<file path="src/rtl/light_pkg.sv">
// light_pkg: shared definitions for the traffic-light conflict monitor.
//   - Lamp codes, one-hot except the left arrow which also shows red: [3] left,
//     [2] green, [1] yellow, [0] red.
//   - Fault cause codes reported on light_monitor.fault_code.
//   - Monitor FSM state encoding.
//   - Helpers: 5-bit saturating increment and fault cause priority encoder.
// Optional feature macro (used by the importing modules): LIGHT_MONITOR_YELLOW_CHECK_EN.
package light_pkg;

    localparam logic [3:0] LAMP_LEFT   = 4'b1001;
    localparam logic [3:0] LAMP_GREEN  = 4'b0100;
    localparam logic [3:0] LAMP_YELLOW = 4'b0010;
    localparam logic [3:0] LAMP_RED    = 4'b0001;

    localparam logic [2:0] FAULT_NONE         = 3'd0;
    localparam logic [2:0] FAULT_ILLEGAL      = 3'd1;
    localparam logic [2:0] FAULT_CONFLICT     = 3'd2;
    localparam logic [2:0] FAULT_OVERRUN      = 3'd3;
    localparam logic [2:0] FAULT_SHORT_YELLOW = 3'd4;

    typedef enum logic [1:0] {
        StMonitor = 2'd0,
        StPending = 2'd1,
        StFault   = 2'd2,
        StRecover = 2'd3
    } mon_state_e;

    // All internal counters are 5 bits and stick at 31 instead of wrapping.
    function automatic logic [4:0] sat_inc5(input logic [4:0] value);
        return (value == 5'd31) ? value : value + 5'd1;
    endfunction

    // Lower code wins when several causes are active in the same cycle.
    function automatic logic [2:0] fault_cause(
        input logic illegal,
        input logic conflict,
        input logic overrun,
        input logic short_yellow
    );
        if (illegal) begin
            return FAULT_ILLEGAL;
        end else if (conflict) begin
            return FAULT_CONFLICT;
        end else if (overrun) begin
            return FAULT_OVERRUN;
        end else if (short_yellow) begin
            return FAULT_SHORT_YELLOW;
        end
        return FAULT_NONE;
    endfunction

endpackage

</file>
<file path="src/rtl/lamp_checker.sv">
// lamp_checker: per-direction lamp legality and timing checks.
// Ports:
//   clock, reset      - rising-edge clock, synchronous active-high reset
//   active            - high while the monitor is checking (MONITOR/PENDING);
//                       when low the counters are held at 0 and events are masked
//   lamp[3:0]         - lamp code of this direction
//   illegal           - lamp code is not one of the four legal codes (raw level)
//   proceed           - lamp code is anything other than red (raw level)
//   overrun           - green has been on for more than MAX_GREEN cycles (event)
//   short_yellow      - red reached from green, or from a too-short yellow (event)
// Macro LIGHT_MONITOR_YELLOW_CHECK_EN compiles in the yellow counter, the previous
// lamp register and short_yellow detection; without it short_yellow is tied low.
module lamp_checker
    import light_pkg::*;
#(
    parameter int unsigned MAX_GREEN = 10
`ifdef LIGHT_MONITOR_YELLOW_CHECK_EN
    ,
    parameter int unsigned MIN_YELLOW = 3
`endif
) (
    input  logic       clock,
    input  logic       reset,
    input  logic       active,
    input  logic [3:0] lamp,
    output logic       illegal,
    output logic       proceed,
    output logic       overrun,
    output logic       short_yellow
);

    localparam logic [4:0] MaxGreen = 5'(MAX_GREEN);

    logic [4:0] green_q;
    logic [4:0] green_d;

    // green_d is the run length including the current cycle.
    always_comb begin
        illegal = (lamp != LAMP_LEFT) && (lamp != LAMP_GREEN) &&
                  (lamp != LAMP_YELLOW) && (lamp != LAMP_RED);
        proceed = (lamp != LAMP_RED);
        green_d = 5'd0;
        if (active && (lamp == LAMP_GREEN)) begin
            green_d = sat_inc5(green_q);
        end
        overrun = active && (green_d > MaxGreen);
    end

    always_ff @(posedge clock) begin
        if (reset) begin
            green_q <= 5'd0;
        end else begin
            green_q <= green_d;
        end
    end

`ifdef LIGHT_MONITOR_YELLOW_CHECK_EN
    localparam logic [4:0] MinYellow = 5'(MIN_YELLOW);

    logic [4:0] yellow_q;
    logic [4:0] yellow_d;
    logic [3:0] prev_q;

    // On the first red cycle yellow_q still holds the length of the yellow run
    // that just ended, because yellow_d only clears from this cycle onwards.
    always_comb begin
        yellow_d = 5'd0;
        if (active && (lamp == LAMP_YELLOW)) begin
            yellow_d = sat_inc5(yellow_q);
        end
        short_yellow = active && (lamp == LAMP_RED) &&
                       ((prev_q == LAMP_GREEN) ||
                        ((prev_q == LAMP_YELLOW) && (yellow_q < MinYellow)));
    end

    always_ff @(posedge clock) begin
        if (reset) begin
            yellow_q <= 5'd0;
            prev_q   <= LAMP_RED;
        end else begin
            yellow_q <= yellow_d;
            prev_q   <= lamp;
        end
    end
`else
    assign short_yellow = 1'b0;
`endif

endmodule

</file>
<file path="src/rtl/light_monitor.sv">
// light_monitor: conflict monitor for a two-direction traffic light pair.
// Watches both lamp codes, filters level violations (illegal code, conflicting
// proceed) over PERSIST cycles, reacts immediately to timing events (green
// overrun, short yellow), latches a fault cause and drives a registered
// emergency output until the operator clears and a HOLD-cycle all-stop ends.
// Ports:
//   clock, reset      - rising-edge clock, synchronous active-high reset
//   ns_lamp[3:0]      - north-south lamp code
//   ew_lamp[3:0]      - east-west lamp code
//   clear             - fault acknowledge, only honoured in FAULT
//   emergency         - high in FAULT and RECOVER
//   fault             - high while a fault is latched
//   fault_code[2:0]   - latched cause (0 none, 1 illegal, 2 conflict, 3 overrun,
//                       4 short yellow)
//   fault_count[7:0]  - faults since reset, saturating at 255
// Macro LIGHT_MONITOR_YELLOW_CHECK_EN enables short-yellow detection; without it
// fault code 4 is never produced.
module light_monitor
    import light_pkg::*;
#(
    parameter int unsigned MAX_GREEN  = 10,
    parameter int unsigned MIN_YELLOW = 3,
    parameter int unsigned PERSIST    = 2,
    parameter int unsigned HOLD       = 4
) (
    input  logic       clock,
    input  logic       reset,
    input  logic [3:0] ns_lamp,
    input  logic [3:0] ew_lamp,
    input  logic       clear,
    output logic       emergency,
    output logic       fault,
    output logic [2:0] fault_code,
    output logic [7:0] fault_count
);

    if ((MAX_GREEN == 0) || (MAX_GREEN > 30) || (MIN_YELLOW == 0) || (MIN_YELLOW > 30) ||
        (PERSIST == 0) || (PERSIST > 15) || (HOLD == 0) || (HOLD > 15)) begin : g_param_check
        $error("light_monitor: parameter out of range");
    end

    localparam logic [4:0] PersistLim = 5'(PERSIST);
    localparam logic [4:0] HoldInit   = 5'(HOLD);

    mon_state_e state_q;
    logic [4:0] persist_q;
    logic [4:0] hold_q;

    logic active;
    logic ns_illegal, ns_proceed, ns_overrun, ns_short;
    logic ew_illegal, ew_proceed, ew_overrun, ew_short;
    logic any_illegal, any_conflict, any_overrun, any_short;
    logic level_viol, any_event, go_fault;
    logic [2:0] cause;

    assign active = (state_q == StMonitor) || (state_q == StPending);

    lamp_checker #(
        .MAX_GREEN    (MAX_GREEN)
`ifdef LIGHT_MONITOR_YELLOW_CHECK_EN
        ,
        .MIN_YELLOW   (MIN_YELLOW)
`endif
    ) u_ns_checker (
        .clock        (clock),
        .reset        (reset),
        .active       (active),
        .lamp         (ns_lamp),
        .illegal      (ns_illegal),
        .proceed      (ns_proceed),
        .overrun      (ns_overrun),
        .short_yellow (ns_short)
    );

    lamp_checker #(
        .MAX_GREEN    (MAX_GREEN)
`ifdef LIGHT_MONITOR_YELLOW_CHECK_EN
        ,
        .MIN_YELLOW   (MIN_YELLOW)
`endif
    ) u_ew_checker (
        .clock        (clock),
        .reset        (reset),
        .active       (active),
        .lamp         (ew_lamp),
        .illegal      (ew_illegal),
        .proceed      (ew_proceed),
        .overrun      (ew_overrun),
        .short_yellow (ew_short)
    );

    // Level causes are masked here; the checkers already mask their events.
    always_comb begin
        any_illegal  = active && (ns_illegal || ew_illegal);
        any_conflict = active && ns_proceed && ew_proceed;
        any_overrun  = ns_overrun || ew_overrun;
        any_short    = ns_short || ew_short;
        level_viol   = any_illegal || any_conflict;
        any_event    = any_overrun || any_short;
        cause        = fault_cause(any_illegal, any_conflict, any_overrun, any_short);
    end

    // Fault entry condition; in PENDING the current cycle is the (persist_q+1)-th.
    always_comb begin
        go_fault = 1'b0;
        unique case (state_q)
            StMonitor: go_fault = any_event || (level_viol && (PERSIST == 1));
            StPending: go_fault = any_event || (level_viol && (persist_q >= PersistLim - 5'd1));
            default:   go_fault = 1'b0;
        endcase
    end

    always_ff @(posedge clock) begin
        if (reset) begin
            state_q     <= StMonitor;
            persist_q   <= 5'd0;
            hold_q      <= 5'd0;
            emergency   <= 1'b0;
            fault       <= 1'b0;
            fault_code  <= FAULT_NONE;
            fault_count <= 8'd0;
        end else if (go_fault) begin
            state_q     <= StFault;
            persist_q   <= 5'd0;
            emergency   <= 1'b1;
            fault       <= 1'b1;
            fault_code  <= cause;
            if (fault_count != 8'hFF) begin
                fault_count <= fault_count + 8'd1;
            end
        end else begin
            unique case (state_q)
                StMonitor: begin
                    if (level_viol) begin
                        state_q   <= StPending;
                        persist_q <= 5'd1;
                    end
                end
                StPending: begin
                    if (level_viol) begin
                        persist_q <= sat_inc5(persist_q);
                    end else begin
                        state_q   <= StMonitor;
                        persist_q <= 5'd0;
                    end
                end
                StFault: begin
                    if (clear) begin
                        state_q    <= StRecover;
                        fault      <= 1'b0;
                        fault_code <= FAULT_NONE;
                        hold_q     <= HoldInit;
                    end
                end
                StRecover: begin
                    // hold_q == 1 marks the last of the HOLD all-stop cycles.
                    if (hold_q <= 5'd1) begin
                        state_q   <= StMonitor;
                        hold_q    <= 5'd0;
                        emergency <= 1'b0;
                    end else begin
                        hold_q <= hold_q - 5'd1;
                    end
                end
                default: begin
                    state_q <= StMonitor;
                end
            endcase
        end
    end

endmodule

</file>
<file path="config.mk">
export PLATFORM = sky130hd
export DESIGN_NAME = light_monitor
export DESIGN_NICKNAME = d
export VERILOG_FILES = /design/src/rtl/light_pkg.sv /design/src/rtl/lamp_checker.sv /design/src/rtl/light_monitor.sv
export SDC_FILE = /design/constraint.sdc
export NUM_CORES = 1
export LEC_CHECK = 0
export CORE_ASPECT_RATIO = 0.9
export CORE_MARGIN = 1.5
export CORE_UTILIZATION = 40
export CTS_CLUSTER_DIAMETER = 100
export DETAILED_ROUTE_END_ITERATION = 10
export GPL_TIMING_DRIVEN = 0
export PLACE_DENSITY = 0.65
export SYNTH_ARGS = -nofsm -noshare
export SYNTH_HDL_FRONTEND = slang
export SYNTH_SLANG_ARGS = --single-unit
export TNS_END_PERCENT = 10
</file>
<file path="constraint.sdc">
create_clock -name clock -period 3.9 [get_ports clock]
set_input_delay 0.585 -clock clock [delete_from_list [all_inputs] [get_ports clock]]
set_output_delay 0.585 -clock clock [all_outputs]
set_load 0.01 [all_outputs]
</file>
# --- Word-level counts from Yosys, hierarchy flattened ---
# Index checks and enable logic that the tools add are counted.
# Widths: inputs -> output; s select.
totals:
  word_cells: 114
  inputBits: 11
  out_inout_bits: 13
  reg_bits: 35
classes:
  mux: 34
  n_bitwise: 1
  order_cmp: 4
  n_reduce_logical: 34
  addsub: 5
  eq_ne: 26
ops:
  columns: ["cell", "n"]
  rows:
  - ["$mux 5", 9]
  - ["$mux 3", 7]
  - ["$pmux 5 s2", 2]
  - ["$add 5x1->5 const B", 3]
  - ["$eq 5x5->1 const B", 3]
  - ["$ne 3x3->1 const B", 5]
  - ["$logic_and 1x1->1", 14]
  - ["$reduce_bool 2->1", 6]
  - ["$gt 5x4->1 const B", 2]
  - ["$mux 2", 5]
  - ["$mux 1", 9]
  - ["$add 8x1->8 const B", 1]
  - ["$eq 4x3->1 const B", 2]
  - ["$ne 2x2->1 const B", 4]
  - ["$ne 4x1->1 const B", 2]
  - ["$ne 4x2->1 const B", 2]
  - ["$ne 4x3->1 const B", 2]
  - ["$ne 4x4->1 const B", 2]
  - ["$ne 8x8->1 const B", 1]
  - ["$pmux 2 s4", 1]
  - ["$reduce_and 4->1", 2]
  - ["$reduce_and 2->1", 3]
  - ["$reduce_and 3->1", 2]
  - ["$ge 5x1->1 const B", 1]
  - ["9 further kinds", 14]

# --- Longest topological paths before layout ---
logic_depth:
  depth_word: 12
  ltp_mapped: 10
  depth_no_buf: 8

# --- By module ---
# Synthesis repeated with hierarchy kept, for this count alone.
hier_totals:
  cells_unflattened: 240
  hier_area_um2: 2064.5
modules_own_cells:
  columns: ["mod", "area_per_inst_um2", "n_inst", "seq_area_each_um2", "cells_per_inst"]
  rows:
  - ["light_monitor", 1451.4, 1, 500.5, 170]
  - ["lamp_checker", 306.5, 2, 100.1, 35]

# --- Least setup slack after synthesis ---
# OpenSTA, ideal clock, no wires.
synth_timing:
  kind: "input-to-reg"
  start: "input port ew_lamp[1]"
  end: "register fault_count[3]"
  setup_ns: 0.071
  t_arrival_ns: 2.317
  cell_stages: 6
  path_buffers: 1
  setup_slack_ns: 1.512
  cell_sequence: "or4b_4 a211o_1 and3_1 buf_6 or4_1 a21oi_1"
synth_via:
  elab_chain_cells: 11
synth_lines:
  columns: ["element", "line", "text"]
  rows:
  - ["start: declaration", "light_monitor.sv:29", "input logic [3:0] ew_lamp,"]
  - ["parallel branches: the longest is 9 deep, another holds $gt 5x4->1", null, null]
  - ["$pmux 1 s2 *", "light_monitor.sv:106", "unique case (state_q)"]
  - ["$reduce_and 2->1 (no line) *", null, null]
  - ["end signal: assignment", "light_monitor.sv:129", "fault_count <= fault_count + 8'd1;"]
  - ["end: declaration", "light_monitor.sv:34", "output logic [7:0] fault_count"]
# Mark *: on every way between the ends.
# A chain may end at the register's enable or synchronous reset.

# --- Worst setup path in the final report ---
layout_timing:
  start: "input port ns_lamp[1]"
  end: "register persist_q[2]"
layout_via:
  elab_chain_cells: 11
layout_lines:
  columns: ["element", "line", "text"]
  rows:
  - ["start: declaration", "light_monitor.sv:28", "input logic [3:0] ns_lamp,"]
  - ["parallel branches: the longest is 11 deep, another holds $gt 5x4->1", null, null]
  - ["end signal: assignment", "light_monitor.sv:141", "persist_q <= sat_inc5(persist_q);"]
  - ["end: declaration", "light_monitor.sv:46", "logic [4:0] persist_q;"]
# Parallel ways; which one is timed is not known.

==> implementation parameters <==
Parameter                              Value

STA
  Final worst clock skew ... ~0.0038 ns
  F_max ... between 300 and 400 MHz
  Share of the clock period used by the worst path ... 0.731
  Worst slew pin tran ... about 0.66 ns
  Period minus WS final ... roughly 2.9 ns
  Crit path setup slack, layout ... 1.05 ns
  Number of hold violations in the final report ... 0
  Final hold slack ... roughly 0.46 ns
  Unrepaired setup endpoints after global routing ... no
  Worst relative slew slack ... 0.557
  Endpoints failing setup ... 0
  Number of slew-limit violations in the final report ... 0
  Setup TNS ... 0 ns

Synthesis
  Portion of netlist area occupied by mux cells ... 0.0161
  Area fraction in and, or, nand and nor cells after synthesis ... 0.251
  Net Count, Synth ... 254
  Post-Synth Adder-Cell Area ... 0.0536
  Library cell occupying the most area in the post-synthesis netlist ... sky130_fd_sc_hd__dfxtp_1
  Post-synth ARST share ... 0
  Netlist area before placement ... ~1900 um2
  Synth top area share ... 0.365
  Main combinational cell family by area after synthesis ... simple AND/OR/NAND/NOR gates
  XOR/XNOR Fraction of Synth Area ... 0.0282
  Total number of yosys warnings ... 0
  EDFF count, synth ... 0
  Leading register cell type out of synthesis ... sky130_fd_sc_hd__dfxtp_1
  Instance count of the mapped netlist ... roughly 240
  Synthesized area per cell ... 7.94 um2
  Flops & latches, synth ... 34
  Share of the synthesized area in compound gates (AO/OA/AOI/OAI) ... 0.245
  Netlist cell types ... 46
  Part of the Yosys area used for sequential elements ... 0.365
  Biggest area contributors in the synthesized netlist ... sky130_fd_sc_hd__dfxtp_1 (36%), sky130_fd_sc_hd__nor2_1 (6.4%), sky130_fd_sc_hd__a21oi_1 (5.9%), sky130_fd_sc_hd__ha_1 (5.4%), sky130_fd_sc_hd__o21ai_0 (4.0%)

Hold path
  Min-Delay Path Depth ... 2
  Worst hold path type ... register to register

Critical path
  CP Capture Type ... register
  Slowest Stage Delay on Critical Path ... roughly 0.64 ns
  Crit path required time ... 4.13 ns
  CP Max Fanout ... 6
  Cells along the critical path ... clkdlybuf4s50_1 -> nor4b_1 -> o211ai_1 -> a31o_2 -> nand2_1 -> nand3_1 -> or3_1 -> nor2_1
  Data arrival at the endpoint of the critical path ... slightly above 3 ns
  WS Path Type ... primary input to register
  Startpoint kind of the worst setup timing path ... primary input
  R2R depth ... 9
  R2r setup slk ... approximately 1.4 ns
  Cell with the largest stage delay on the worst path ... sky130_fd_sc_hd__nor4b_1

Finish
  Area used by sequential logic in the layout ... 681 um2
  Most common cell after layout, fill and taps aside ... sky130_fd_sc_hd__dfxtp_1
  # nets final ... 283
  Most used cells in the layout excluding fill and tap cells ... sky130_fd_sc_hd__dfxtp_1 (34), sky130_fd_sc_hd__nor2_1 (32), sky130_fd_sc_hd__a21oi_1 (22), sky130_fd_sc_hd__clkdlybuf4s50_1 (22)
  Area of the multi-input gates ... between 1000 and 1500 um2
  Antenna cell count ... 0
  Design area ... 2260 um2
  Share of final-layout standard cells stronger than drive strength 1 ... 0.0491
  Fill cells ... approximately 450
  Area delta synth->final ... 21.0%

Die
  Standard-cell rows ... 23
  Die area ... 5090 um2
  Area of the core ... about 4500 um2
  Horizontal die dimension ... about 75 um
  Die H ... roughly 68 um
  Initial core utilization ... 0.419
  Count of boundary I/O pins ... 24

Global route
  Met2 track demand over resource ... 0.253
  First-pass GRT wire length ... ~6.7 mm
  Met3 demand-to-capacity share in global routing ... 0.0457
  Vias in the first global route ... about 1500
  Initial antenna violation count ... 0
  Met1 routing resource usage after global routing ... 0.247
  Largest net degree at the start of global routing ... 12
  Global routing's busiest layer ... met2
  Total track usage ... 0.175
  Grt total ovfl ... 0

Clock tree
  Hold bufs inserted after CTS ... 0
  Total CTS buffers ... 5
  Post-CTS setup buffer count ... 0
  Clock latency on the worst-skew pair ... between 0.2 and 0.3 ns
  Clock sink total ... 34
  H-tree lvl count ... 2
  Cell at the root of the clock tree ... sky130_fd_sc_hd__clkbuf_8
  Max Buffers Root-to-Sink ... 2
  Quantity of gates resized following cts ... 0
  Clock tree from TritonCTS ... built
  Clock-pin slew on the worst setup and hold paths ... roughly 0.070 ns

Detailed routing
  WL final ... between 4 and 5 mm
  Via total after detailed routing ... roughly 1800
  Count of antenna-violating nets left after detailed routing ... 0
  Number of design-rule violations left by the first detailed-router iteration ... 61
  Vias/cell ... approximately 5.4
  Routed len/inst ... roughly 13 um
  DRT Pass-1 Iters ... 4
  Post-detailed-route DRC marker count ... 0

Job
  Number of maximum-capacitance violations ... 0

Pwr
  Total power per unit cell area ... roughly 430 nW/um2
  Final Power ... 0.979 mW
  Leak Pwr ... around 0.82 nW
  Maximum vdd ir drop ... around 0.28 mV

Placed design
  PortBufs ... 22
  Dpl cell area ... 2160 um2
  Total half-perimeter wirelength after legalization and detailed placement ... between 3 and 4 mm
  Minimum setup slack after placement ... about 0.78 ns
  GP Congestion ... 0.792

Run status
  Status ... completed
## registers in the layout (all words and copies together) (netlist names)
register	cells
fault_code	2
fault	1
u_ns_checker.green_q	5
u_ew_checker.green_q	5
hold_q	5
persist_q	5
fault_count	8
state_q	2
emergency	1
## power by group
group,total (mW),leakage [nW],switching (mW),internal [mW]
clock network,0.272,0.0472,0.130,0.142
registers,0.421,0.276,0.0406,0.381
logic,0.286,0.496,0.159,0.126
total,0.979,0.819,0.330,0.649
## critical path, delay by kind of cell
family	cells	cell delay [ns]
simple gates	5	1.53
compound gates	2	0.49
buf+inv	1	0.47
## worst paths after layout
kind,start,endpoint
setup / recovery,ns_lamp[1],persist_q[2]
hold / removal,fault,fault
setup reg to reg,u_ew_checker.green_q[0],fault_count[4]
hold reg to reg,fault,fault
## synthesized netlist by cell type, types with 2 or more instances
cell type,instances
sky130_fd_sc_hd__a31oi_1,6
sky130_fd_sc_hd__nand3_1,9
sky130_fd_sc_hd__a21oi_1,22
sky130_fd_sc_hd__nand2_1,15
sky130_fd_sc_hd__inv_1,8
sky130_fd_sc_hd__nor2b_1,4
sky130_fd_sc_hd__or4_1,3
sky130_fd_sc_hd__nor4_1,3
sky130_fd_sc_hd__nor4b_1,2
sky130_fd_sc_hd__a22oi_1,3
sky130_fd_sc_hd__clkbuf_1,5
sky130_fd_sc_hd__and3_1,4
sky130_fd_sc_hd__o31a_1,2
sky130_fd_sc_hd__nand2b_1,3
sky130_fd_sc_hd__o21ai_0,15
sky130_fd_sc_hd__a311oi_1,2
sky130_fd_sc_hd__o31ai_1,3
sky130_fd_sc_hd__xnor2_1,5
sky130_fd_sc_hd__mux2i_1,3
sky130_fd_sc_hd__dfxtp_1,34
sky130_fd_sc_hd__nor3_1,8
sky130_fd_sc_hd__and2_1,5
sky130_fd_sc_hd__a211oi_1,4
sky130_fd_sc_hd__o21ai_1,2
sky130_fd_sc_hd__buf_4,2
sky130_fd_sc_hd__ha_1,8
sky130_fd_sc_hd__a21o_1,3
sky130_fd_sc_hd__or3_1,3
sky130_fd_sc_hd__nor2_1,32
## through the flow
stage	util	cells
2_1_floorplan	-	235
3_3_place_gp	0.485	319
3_5_place_dp	0.485	319
4_1_cts	0.507	327
5_1_grt	0.507	327
6_report	0.507	327
## area by class of cell
type                       count  area share
buffer                         8      0.0199
clock buffer                   6      0.0365
clock inverter                 2     0.00554
inverter                       8      0.0133
multi-input combinational    185       0.492
sequential                    34       0.301
tap                           62      0.0343
timing repair buffer          22      0.0975
## logic make-up after synthesis
family | count (synthesis)
buf+inv | 16
xor+xnor | 6
flops | 34
mux | 3
simple gates | 94
compound gates | 73
other cells | 1
fa+ha+maj | 8
## routing by layer
layer / share of wire / up-vias
met5: 0 / -
met4: 0.012 / 0
met3: 0.047 / 7
met2: 0.41 / 38
met1: 0.53 / 801
li1: - / 919
(Power assumes the default switching activity.)
